===== config.mk =====
export PLATFORM = sky130hd
export DESIGN_NAME = mem_stage
export DESIGN_NICKNAME = d
export VERILOG_FILES = /design/src/rtl/mem_stage.sv
export SDC_FILE = /design/constraint.sdc
export NUM_CORES = 1
export LEC_CHECK = 0
export CORE_MARGIN = 8
export CORE_UTILIZATION = 40
export CTS_CLUSTER_DIAMETER = 40
export DETAILED_ROUTE_END_ITERATION = 12
export PLACE_DENSITY = 0.88
export SETUP_SLACK_MARGIN = 0.3
export SLEW_MARGIN = 25
export SYNTH_ARGS = -nofsm -noshare
export SYNTH_HDL_FRONTEND = slang
export SYNTH_SLANG_ARGS = --single-unit

===== constraint.sdc =====
create_clock -name clk_i -period 6.4 [get_ports clk_i]
set_clock_uncertainty 0.2 [all_clocks]
set_input_delay 1.28 -clock clk_i [delete_from_list [all_inputs] [get_ports clk_i]]
set_output_delay 1.28 -clock clk_i [all_outputs]
set_load 0.005 [all_outputs]

===== src/rtl/mem_stage.sv =====
`default_nettype none
// +--------------------------------------------------------------------------+
// | Module   : mem_stage                                                     |
// | Purpose  : Pipeline MEM stage. Issues one data-memory request per load   |
// |            or store, stalls upstream while the memory is busy, bounds    |
// |            the wait with a timeout, flags illegal/timed-out accesses and |
// |            registers the MEM/WB pipeline outputs.                        |
// | Ports    : clk_i, rst_i (async, active-low)                              |
// |            wb_i/m_i/alu_i/mux7_i/mux3_i   - EX/MEM inputs                |
// |            mem_req_o/mem_we_o/mem_addr_o/mem_wdata_o,                    |
// |            mem_ack_i/mem_rdata_i          - data-memory handshake        |
// |            stall_o                        - hold EX/MEM and earlier      |
// |            wb_o/alu_o/rdata_o/rd_o        - registered MEM/WB outputs    |
// |            err_o                          - sticky access-error flag     |
// | Revision : 1.0 - initial release                                         |
// +--------------------------------------------------------------------------+
module mem_stage #(
   parameter int MAX_WAIT = 255
) (
   input  logic        clk_i,
   input  logic        rst_i,
   input  logic [1:0]  wb_i,
   input  logic [1:0]  m_i,
   input  logic [31:0] alu_i,
   input  logic [31:0] mux7_i,
   input  logic [4:0]  mux3_i,
   output logic        mem_req_o,
   output logic        mem_we_o,
   output logic [31:0] mem_addr_o,
   output logic [31:0] mem_wdata_o,
   input  logic        mem_ack_i,
   input  logic [31:0] mem_rdata_i,
   output logic        stall_o,
   output logic [1:0]  wb_o,
   output logic [31:0] alu_o,
   output logic [31:0] rdata_o,
   output logic [4:0]  rd_o,
   output logic        err_o
);

   // Last wait-counter value before the access is abandoned.
   localparam logic [9:0] c_WAIT_LAST = 10'(MAX_WAIT - 1);

   typedef enum logic [0:0] {
      S_IDLE = 1'b0,
      S_WAIT = 1'b1
   } state_t;

   state_t      r_state;
   state_t      w_state_nxt;
   logic [9:0]  r_wait_cnt;

   logic        w_one_op;
   logic        w_valid;
   logic        w_illegal;
   logic        w_req;
   logic        w_timeout;
   logic        w_read_ack;
   logic        w_err_evt;

   // Exactly one of MemRead/MemWrite, word aligned.
   assign w_one_op  = m_i[1] ^ m_i[0];
   assign w_valid   = w_one_op && (alu_i[1:0] == 2'b00);
   assign w_illegal = (m_i == 2'b11) || ((m_i != 2'b00) && (alu_i[1:0] != 2'b00));

   always_comb begin
      w_state_nxt = r_state;
      w_req       = 1'b0;
      w_timeout   = 1'b0;
      case (r_state)
         S_IDLE: begin
            w_req = w_valid;
            if (w_valid && !mem_ack_i) begin
               w_state_nxt = S_WAIT;
            end
         end
         S_WAIT: begin
            w_req     = 1'b1;
            // An ack on the last wait cycle wins over the timeout.
            w_timeout = (r_wait_cnt == c_WAIT_LAST) && !mem_ack_i;
            if (mem_ack_i || w_timeout) begin
               w_state_nxt = S_IDLE;
            end
         end
         default: begin
            w_state_nxt = S_IDLE;
         end
      endcase
   end

   // The request is gated by reset so it drops the instant reset asserts,
   // even though the state register is only cleared through its async path.
   assign mem_req_o   = w_req && rst_i;
   assign mem_we_o    = m_i[0];
   assign mem_addr_o  = alu_i;
   assign mem_wdata_o = mux7_i;
   assign stall_o     = mem_req_o && !mem_ack_i && !w_timeout;

   // Acks are only meaningful while a request is outstanding.
   assign w_read_ack  = mem_req_o && mem_ack_i && m_i[1];
   assign w_err_evt   = ((r_state == S_IDLE) && w_illegal) || w_timeout;

   always_ff @(posedge clk_i or negedge rst_i) begin
      if (!rst_i) begin
         r_state <= S_IDLE;
      end else begin
         r_state <= w_state_nxt;
      end
   end

   always_ff @(posedge clk_i or negedge rst_i) begin
      if (!rst_i) begin
         r_wait_cnt <= 10'd0;
      end else if ((r_state == S_IDLE) && (w_state_nxt == S_WAIT)) begin
         r_wait_cnt <= 10'd0;
      end else if ((r_state == S_WAIT) && !mem_ack_i) begin
         r_wait_cnt <= r_wait_cnt + 10'd1;
      end
   end

   always_ff @(posedge clk_i or negedge rst_i) begin
      if (!rst_i) begin
         wb_o    <= 2'b00;
         alu_o   <= 32'd0;
         rdata_o <= 32'd0;
         rd_o    <= 5'd0;
      end else if (stall_o) begin
         // Bubble into WB while the access is outstanding.
         wb_o    <= 2'b00;
      end else begin
         wb_o    <= wb_i;
         alu_o   <= alu_i;
         rd_o    <= mux3_i;
         rdata_o <= w_read_ack ? mem_rdata_i : 32'd0;
      end
   end

   always_ff @(posedge clk_i or negedge rst_i) begin
      if (!rst_i) begin
         err_o <= 1'b0;
      end else if (w_err_evt) begin
         err_o <= 1'b1;
      end
   end

endmodule
`default_nettype wire


==> results.yml <==
outcome:
  status: "complete, no violations"
drt:
  drc: 0
  drt_iter0_drc: 112
  vias_per_cell: 4.81
  final_antenna_net_count: 0
  routedWlPerCell_um: 18.9
  firstDrtPassIters: 4
  wl_um: 10500
  vias: 2667
worst_setup_path:
  cp_data_arrival_time_ps: 3390
  path_max_fanout: 3
  critPathCaptureType: "primary output"
  cp.required_ps: 4920
  crit_type: "in -> out"
  start_kind: "primary input"
synth:
  synth_fp_nets: 411
  synth.avg_cell_area_um2: 13.1
  synth_top_area_share_pct: 53.1
  ys_seq_area_share_pct: 53.1
  synth_cell_types: 32
  synth_top_cell_by_area: "dfrtp_1"
  yosysWarnings: 0
  synth_area_leaders: "dfrtp_1 (53%), mux2_4 (13%), buf_4 (12%), a22o_1 (8.1%), ha_1 (1.3%)"
  syn-instance-count: 299
  synth-seq-cells: 83
  syn_area_mm2: 0.00392
die:
  ios: 247
  die_h_um: 115
  num_rows: 36
  die_w_um: 115
  start_util_pct: 40.6
  coreArea_mm2: 0.00964
  dieArea_mm2: 0.0132
global_routing:
  met1_usage_pct: 16.7
  grt_max_degree: 84
  grt_overflow_total: 0
  antenna_found_initial: 0
  grt_use_met3_pct: 5.83
  grt_util_met2_pct: 26.8
  busiest_layer: "met2"
  grt_pass1_wl_um: 15900
  grt_pass1_vias: 2870
  grt.total_usage_pct: 15.6
final_layout:
  stdcell_area_mm2: 0.00554
  drive_gt1_share_pct: 14.7
  nFillCells: 833
  seq_area_mm2: 0.00208
  fin_nets: 529
  insertedDiodeCount: 0
  multi_input_area_mm2: 0.00125
  syn2layout_area_growth_pct: 41.5
sta:
  max_freq_ghz: 0.206
  slew_violations: 0
  setup_viol_count_final: 0
  max_slew_margin_pct: 31.1
  final_hold_viol_count: 0
  max_slew.worst_pin.slew_ps: 1030
  fin_crit_sh_pct: 76.0
  period_needed_ps: 4870
  fin_tns_setup_ps: 0
  rsz0062_at_grt: "false"
pwr:
  vdd_drop_max_mv: 0.0863
  fin_total_pwr_mw: 1.10
  power_density_mw_per_mm2: 198
  p_leak_nw: 2.38
clock_tree:
  numCtsBuffers: 9
  cts_tree: "built"
  cts_hold_buf: 0
  cts_setup_buffers: 0
  cts_resized: 0
  cts-root-buf: "clkbuf_8"
  clk_latency_ps: 350
  cts.sinks: 83
  path_clk_slew_ps: 80
  h-tree-depth: 3
  clock_tree.buffer_depth: 2
run:
  maxCapViolations: 0
place:
  gp_congestion: 0.890
  port_buffers: 182
  dpl_cell_area_mm2: 0.00536
  place_hpwl_um: 7960
min_path:
  hp-class: "reg -> reg"
[cell usage after synthesis]
| cell type | n |
|---|---|
| a21o_1 | 1 |
| a22o_1 | 36 |
| and2_1 | 1 |
| buf_2 | 3 |
| buf_4 | 65 |
| buf_6 | 4 |
| clkbuf_1 | 5 |
| dfrtp_1 | 83 |
| ha_1 | 4 |
| inv_1 | 8 |
| mux2_2 | 2 |
| mux2_4 | 35 |
| mux2i_1 | 1 |
| nand2_1 | 9 |
| nand2b_1 | 1 |
| nand3_1 | 3 |
| nand3_2 | 1 |
| nand3b_1 | 1 |
| nor2_1 | 11 |
| nor2b_1 | 3 |
| nor3_1 | 2 |
| nor3_4 | 1 |
| nor3b_2 | 1 |
| nor4_1 | 2 |
| nor4_4 | 1 |
| o21ai_0 | 5 |
| o21ai_1 | 1 |
| o21bai_1 | 4 |
| o221ai_1 | 1 |
| o31ai_1 | 2 |
| or2_2 | 1 |
| xor2_1 | 1 |
[power by group]
part / internal, mW / switching (mW)
logic: 0.125 / 0.0639
registers: 0.549 / 0.0177
clock network: 0.151 / 0.190
[state kept, by name, summed over array words and instances, names as in the netlist]
register	count
rdata_o	32
alu_o	32
wb_o	2
err_o	1
r_wait_cnt	10
r_state	1
rd_o	5
[cells in the final DEF, fill, tap and decap left out, types with 2 or more instances in the layout]
cell type,synthesis,layout
nand3_1,3,3
o21bai_1,4,4
clkinvlp_4,0,3
nand2_1,9,9
buf_4,65,2
dfrtp_1,83,83
clkbuf_8,0,10
a22o_1,36,36
clkdlybuf4s50_1,0,181
ha_1,4,4
o31ai_1,2,2
o21ai_0,5,5
nor3_1,2,2
clkinv_2,0,2
inv_1,8,8
nor2_1,11,10
mux2_4,35,35
nor2b_1,3,3
nor4_1,2,2
mux2_2,2,2
[metal layers]
| layer | vias to the layer above | wire length [um] |
|---|---|---|
| li1 | 1215 | - |
| met2 | 139 | 5160 |
| met5 | - | 0 |
| met3 | 29 | 1070 |
| met1 | 1284 | 4030 |
| met4 | 0 | 221 |
[critical path: stages]
cell	delay [ps]
clkdlybuf4s50_1	510
inv_1	60
ha_1	290
nor3b_2	190
o21ai_1	220
nor3_4	280
clkdlybuf4s50_1	550
[final timing paths]
check	start	endpoint	slack [ps]	cells past startpoint
hold reg to reg	rdata_o[8]	rdata_o[8]	310	1
hold / removal	rdata_o[8]	rdata_o[8]	310	1
max in group asynchronous	rst_i	rdata_o[27]	4630	2
min in group asynchronous	rst_i	r_wait_cnt[1]	880	2
setup reg to reg	r_wait_cnt[0]	alu_o[3]	3760	7
setup / recovery	m_i[1]	stall_o	1530	7
[cell type report]
type,count,share of cell area (%)
sequential,83,37.5
timing repair buffer,184,33.2
multi-input combinational,131,22.5
tap,133,3.00
clock buffer,10,2.48
clock inverter,6,0.745
inverter,8,0.542
[cells by family after synthesis]
logic type	synth area share (%)
AOI/OAI and AO/OA	10.4
xor gates and xnor gates	0.224
adders and majority gates	1.28
buffers and inverters	15.2
DFF	53.1
muxes	14.3
and+or+nand+nor	5.56
[per-stage QoR]
step                      utilization, %  setup slack [ps]  hold slack, ps  cells
after detailed placement            55.6              1500             284    539
after global routing                57.5              1440             327    555
after CTS                           57.4              1500             314    555
after global placement              55.5              1620             269    539
after floorplan                        -              2450             267    299
final                               57.5              1530             310    555
Power figures use the tool's default switching activity.
